==> src/rtl/clk_divider_n.sv <==
// Programmable integer clock divider with a posedge-registered output and a
// 50%-duty companion output; divisor changes only take effect at period boundaries.
module clk_divider_n #(
    parameter int unsigned WIDTH     = 8,
    parameter int unsigned RESET_DIV = 3
) (
    input  logic             clk,
    input  logic             reset,
    input  logic             en,
    input  logic [WIDTH-1:0] div_val,
    input  logic             div_load,
    output logic             clk_div,
    output logic             clk_div_50,
    output logic [WIDTH-1:0] div_active,
    output logic             tick
);

    localparam logic [WIDTH-1:0] RESET_DIV_C =
        (RESET_DIV < 2) ? WIDTH'(2) : WIDTH'(RESET_DIV);

    typedef enum logic [0:0] {StIdle, StRun} state_e;

    state_e           state_q, state_d;
    logic [WIDTH-1:0] cnt_q, cnt_d;
    logic [WIDTH-1:0] div_active_q, div_active_d;
    logic [WIDTH-1:0] pending_q, pending_d;
    logic             clk_div_q, clk_div_d;
    logic             tick_q, tick_d;
    logic             odd_q, odd_d;
    logic             neg_q;
    logic [WIDTH-1:0] load_val;
    logic             boundary;
    logic             run_d;

    // Divisors of 0 or 1 cannot produce a clock; store them as 2.
    assign load_val = (div_val[WIDTH-1:1] == '0) ? WIDTH'(2) : div_val;

    always_comb begin
        state_d      = state_q;
        cnt_d        = cnt_q;
        div_active_d = div_active_q;
        pending_d    = pending_q;
        boundary     = (state_q == StRun) && (cnt_q == div_active_q - 1'b1);

        if (div_load) begin
            pending_d = load_val;
        end

        case (state_q)
            StIdle: begin
                cnt_d = '0;
                if (div_load) begin
                    div_active_d = load_val;
                end
                if (en) begin
                    state_d = StRun;
                end
            end
            StRun: begin
                if (boundary) begin
                    // Boundary adopts the pending value held before this edge.
                    cnt_d        = '0;
                    div_active_d = pending_q;
                    if (!en) begin
                        state_d = StIdle;
                    end
                end else begin
                    cnt_d = cnt_q + 1'b1;
                end
            end
            default: begin
                state_d = StIdle;
                cnt_d   = '0;
            end
        endcase

        // Outputs are registered, so decode them from next-state values.
        run_d     = (state_d == StRun);
        clk_div_d = run_d && (cnt_d < (div_active_d >> 1));
        tick_d    = run_d && (cnt_d == '0);
        odd_d     = div_active_d[0];
    end

    always_ff @(posedge clk or negedge reset) begin
        if (!reset) begin
            state_q      <= StIdle;
            cnt_q        <= '0;
            div_active_q <= RESET_DIV_C;
            pending_q    <= RESET_DIV_C;
            clk_div_q    <= 1'b0;
            tick_q       <= 1'b0;
            odd_q        <= RESET_DIV_C[0];
        end else begin
            state_q      <= state_d;
            cnt_q        <= cnt_d;
            div_active_q <= div_active_d;
            pending_q    <= pending_d;
            clk_div_q    <= clk_div_d;
            tick_q       <= tick_d;
            odd_q        <= odd_d;
        end
    end

    // Half-cycle delayed copy stretches the high phase by 0.5 clk for odd N.
    always_ff @(negedge clk or negedge reset) begin
        if (!reset) begin
            neg_q <= 1'b0;
        end else begin
            neg_q <= clk_div_q;
        end
    end

    assign clk_div    = clk_div_q;
    assign clk_div_50 = clk_div_q | (odd_q & neg_q);
    assign div_active = div_active_q;
    assign tick       = tick_q;

endmodule

==> config.mk <==
export PLATFORM = sky130hd
export DESIGN_NAME = clk_divider_n
export DESIGN_NICKNAME = d
export VERILOG_FILES = /design/src/rtl/clk_divider_n.sv
export SDC_FILE = /design/constraint.sdc
export NUM_CORES = 1
export LEC_CHECK = 0
export ABC_AREA = 0
export CAP_MARGIN = 20
export CORE_MARGIN = 8
export CORE_UTILIZATION = 45
export DETAILED_ROUTE_END_ITERATION = 8
export PLACE_DENSITY = 0.67
export SLEW_MARGIN = 10
export SYNTH_ARGS = -nofsm -noshare
export SYNTH_HDL_FRONTEND = slang
export SYNTH_SLANG_ARGS = --single-unit
==> constraint.sdc <==
create_clock -name clk -period 5.2 [get_ports clk]
set_clock_uncertainty 0.05 [all_clocks]
set_input_delay 0.78 -clock clk [delete_from_list [all_inputs] [get_ports clk]]
set_output_delay 0.78 -clock clk [all_outputs]
set_load 0.05 [all_outputs]
==> out/qor.csv, run 1 <==
stage;metric;value;unit
detailed_routing;avgRoutedWirePerCell;16.11;um
synth;syn_inst;173;
clock_network;post_cts_buffers;0;
global_route;overflow;0;
timing;final-max-slew-violation-count;0;
detailed_routing;ant_nets;0;
synth;synth_seq_area_share;0.4066;
pwr;power.leakage;0.8489;nW
synth;synthesis.nets;193;
run;max_cap_viol_count;0;
cells_and_area;final_common_cell;dfrtp_1;
global_route;grt_first_pass_wirelength;6513;um
synth;synth_edf_count;0;
worst_setup_path;crit_type;reg2out;
timing;totalNegativeSetupSlack;0;ns
pwr;power_density;653.5;nW/um2
die;rows;22;
place;port_buffers;22;
synth;ys.flop_type;dfrtp_1;
cells_and_area;layout_common_cells;dfrtp_1, clkdlybuf4s50_1, nor2_1, mux2_2, xnor2_1;
synth;synth.distinct_cells;45;
synth;ys_warn_count;0;
worst_setup_path;worstPathRequired;4.37;ns
global_route;grt_max_degree;28;
synth;synth_area;1735;um2
detailed_routing;wirelength;3833;um
worst_setup_path;worstPathMaxFanout;1;
timing;worst_pin_slew;0.6663;ns
clock_network;cts_buffers;3;
die;ios;23;
global_route;grt_use_total;0.1269;
die;die_height;78.10;um
synth;ys_ff_latch;28;
clock_network;clock_sinks;28;
detailed_routing;num_vias;1336;
hold_path;min_from;pending_q[1];
hold_path;hold_depth;2;
pwr;finalPower;1.326;mW
place;dpl.hpwl;2947;um
die;start_util;0.4705;
detailed_routing;first_pass_iters;7;
worst_setup_path;cp-end-kind;output port;
cells_and_area;synthToLayoutAreaGrowth;16.94;%
timing;slew_headroom;0.5544;
cells_and_area;fin_nets;211;
cells_and_area;drive_gt1_frac;0.1211;
clock_network;cts_tree;built;
global_route;antenna_found_initial;0;
worst_setup_path;ff2ff_path_depth;13;
outcome;status;finished, final reports clean;
place;place_congestion;0.7696;
synth;ys_async_sr_fraction;1.000;
clock_network;cts_buffer_depth;2;
hold_path;min_to;pending_q[1];
pwr;vdd_drop_max;0.3226;mV
worst_setup_path;cp.arrival;4.17;ns
timing;hold_viol_final;0;
global_route;grt_pass1_vias;1351;
clock_network;clk_latency;0.27;ns
worst_setup_path;start_kind;flop;
clock_network;clockRootBuffer;clkbuf_8;
die;die-area;6100;um2
die;core_area;3689;um2
detailed_routing;drt-initial-drc-count;63;
synth;avgSynthCellArea;10.03;um2
clock_network;post_cts_resized;0;
timing;finalSetupViolCount;0;
clock_network;cts_max_level;1;
worst_setup_path;r2r_setup_slack;0.98;ns
cells_and_area;antennaDiodeCount;0;
worst_setup_path;rr_startpoint;div_active[2];
hold_path;hold_path.class;reg2reg;
clock_network;cts_hold_buf;0;
clock_network;clk_pin_slew;0.09;ns
cells_and_area;fillers;348;
timing;rsz0062_at_grt;false;
detailed_routing;via_per_inst;5.613;
worst_setup_path;r2r_end;clk_div;
die;die_x;78.10;um
detailed_routing;drc;0;
flip-flops by register name, summed over array words and instances, names as in the netlist:
register    flops
cnt_q           8
div_active      8
pending_q       8
clk_div         1
neg_q           1
state_q         1
tick            1
critical path: stages, from the launching register on:
cell and delay [ns]:
dfrtn_1 0.40, a21o_1 0.11, clkdlybuf4s50_1 0.79
cell usage after synthesis, drive strengths merged (3+ instances only):
library cell,n,area (um2)
a21oi,5,25.02
and3,4,25.02
nor2b,4,25.02
dfstp,4,105.1
dfrtp,23,575.6
nand2b,3,18.77
nor2,14,52.55
xnor2,9,78.83
xor2,6,52.55
o21ai,9,45.04
nand3,7,35.03
nor3,3,15.01
a21o,3,22.52
mux2,10,112.6
a22o,3,26.28
inv,5,18.77
mux2i,5,50.05
o21a,6,45.04
clkbuf,8,30.03
nand2,8,30.03
ha,8,100.1
kinds of logic (layout without fill, tap and decap cells):
family / Yosys count / after routing / synth area share
flops: 28 / 28 / 0.4066
simple gates: 53 / 53 / 0.1608
mux: 15 / 15 / 0.09373
fa+ha+maj: 8 / 8 / 0.05768
buf+inv: 15 / 32 / 0.03894
compound gates: 39 / 39 / 0.1665
xor+xnor: 15 / 15 / 0.07571
worst max-delay path by stage:
| stage | start | to | cells past startpoint |
|---|---|---|---|
| 2_1_floorplan | neg_q | clk_div_50 | 1 |
| 3_3_place_gp | neg_q | clk_div_50 | 2 |
| 3_5_place_dp | neg_q | clk_div_50 | 2 |
| 4_1_cts | neg_q | clk_div_50 | 2 |
| 5_1_grt | neg_q | clk_div_50 | 2 |
| 6_report | neg_q | clk_div_50 | 2 |
stage by stage:
step             util  area [um2]  hold slack (ns)  worst slack [ns]  std cells
6_report       0.5502        2029           0.4515            0.1952        238
5_1_grt        0.5502        2029           0.4869            0.1343        238
4_1_cts        0.5502        2029           0.4510            0.1730        238
3_5_place_dp   0.5353        1974           0.4354            0.4860        234
3_3_place_gp   0.5353        1974           0.4295            0.5040        234
2_1_floorplan       -        1735           0.4097             1.028        173
report_power, final:
group	switching [mW]	leakage (nW)	internal [mW]
sequential	0.125	0.328	0.301
combinational	0.435	0.492	0.329
clock	0.0679	0.0288	0.0678
total	0.629	0.849	0.698
per-layer routing:
layer  track usage  part of all wire  up-vias
met5             0                 0        -
met4       0.02222            0.0034        0
met3       0.02733             0.063        2
met2        0.2171              0.49       35
met1        0.1612              0.44      653
li1              -                 -      646
cell type report:
type,instances,area [um2],share of cell area
clock buffers,4,55.05,0.02713
multi-input cells,130,962.2,0.4741
flip-flops and latches,28,705.7,0.3477
inverters,5,18.77,0.009248
well taps,48,60.06,0.02959
repair buffers,23,227.7,0.1122
Note: power is estimated with default switching activity, not from simulation.
==> run 2, diff against run 1 <==
- CTS_CLUSTER_DIAMETER: unset -> 200
==> results of run 2 <==
The final DEF is identical to that of run 1; final timing and power are the same.
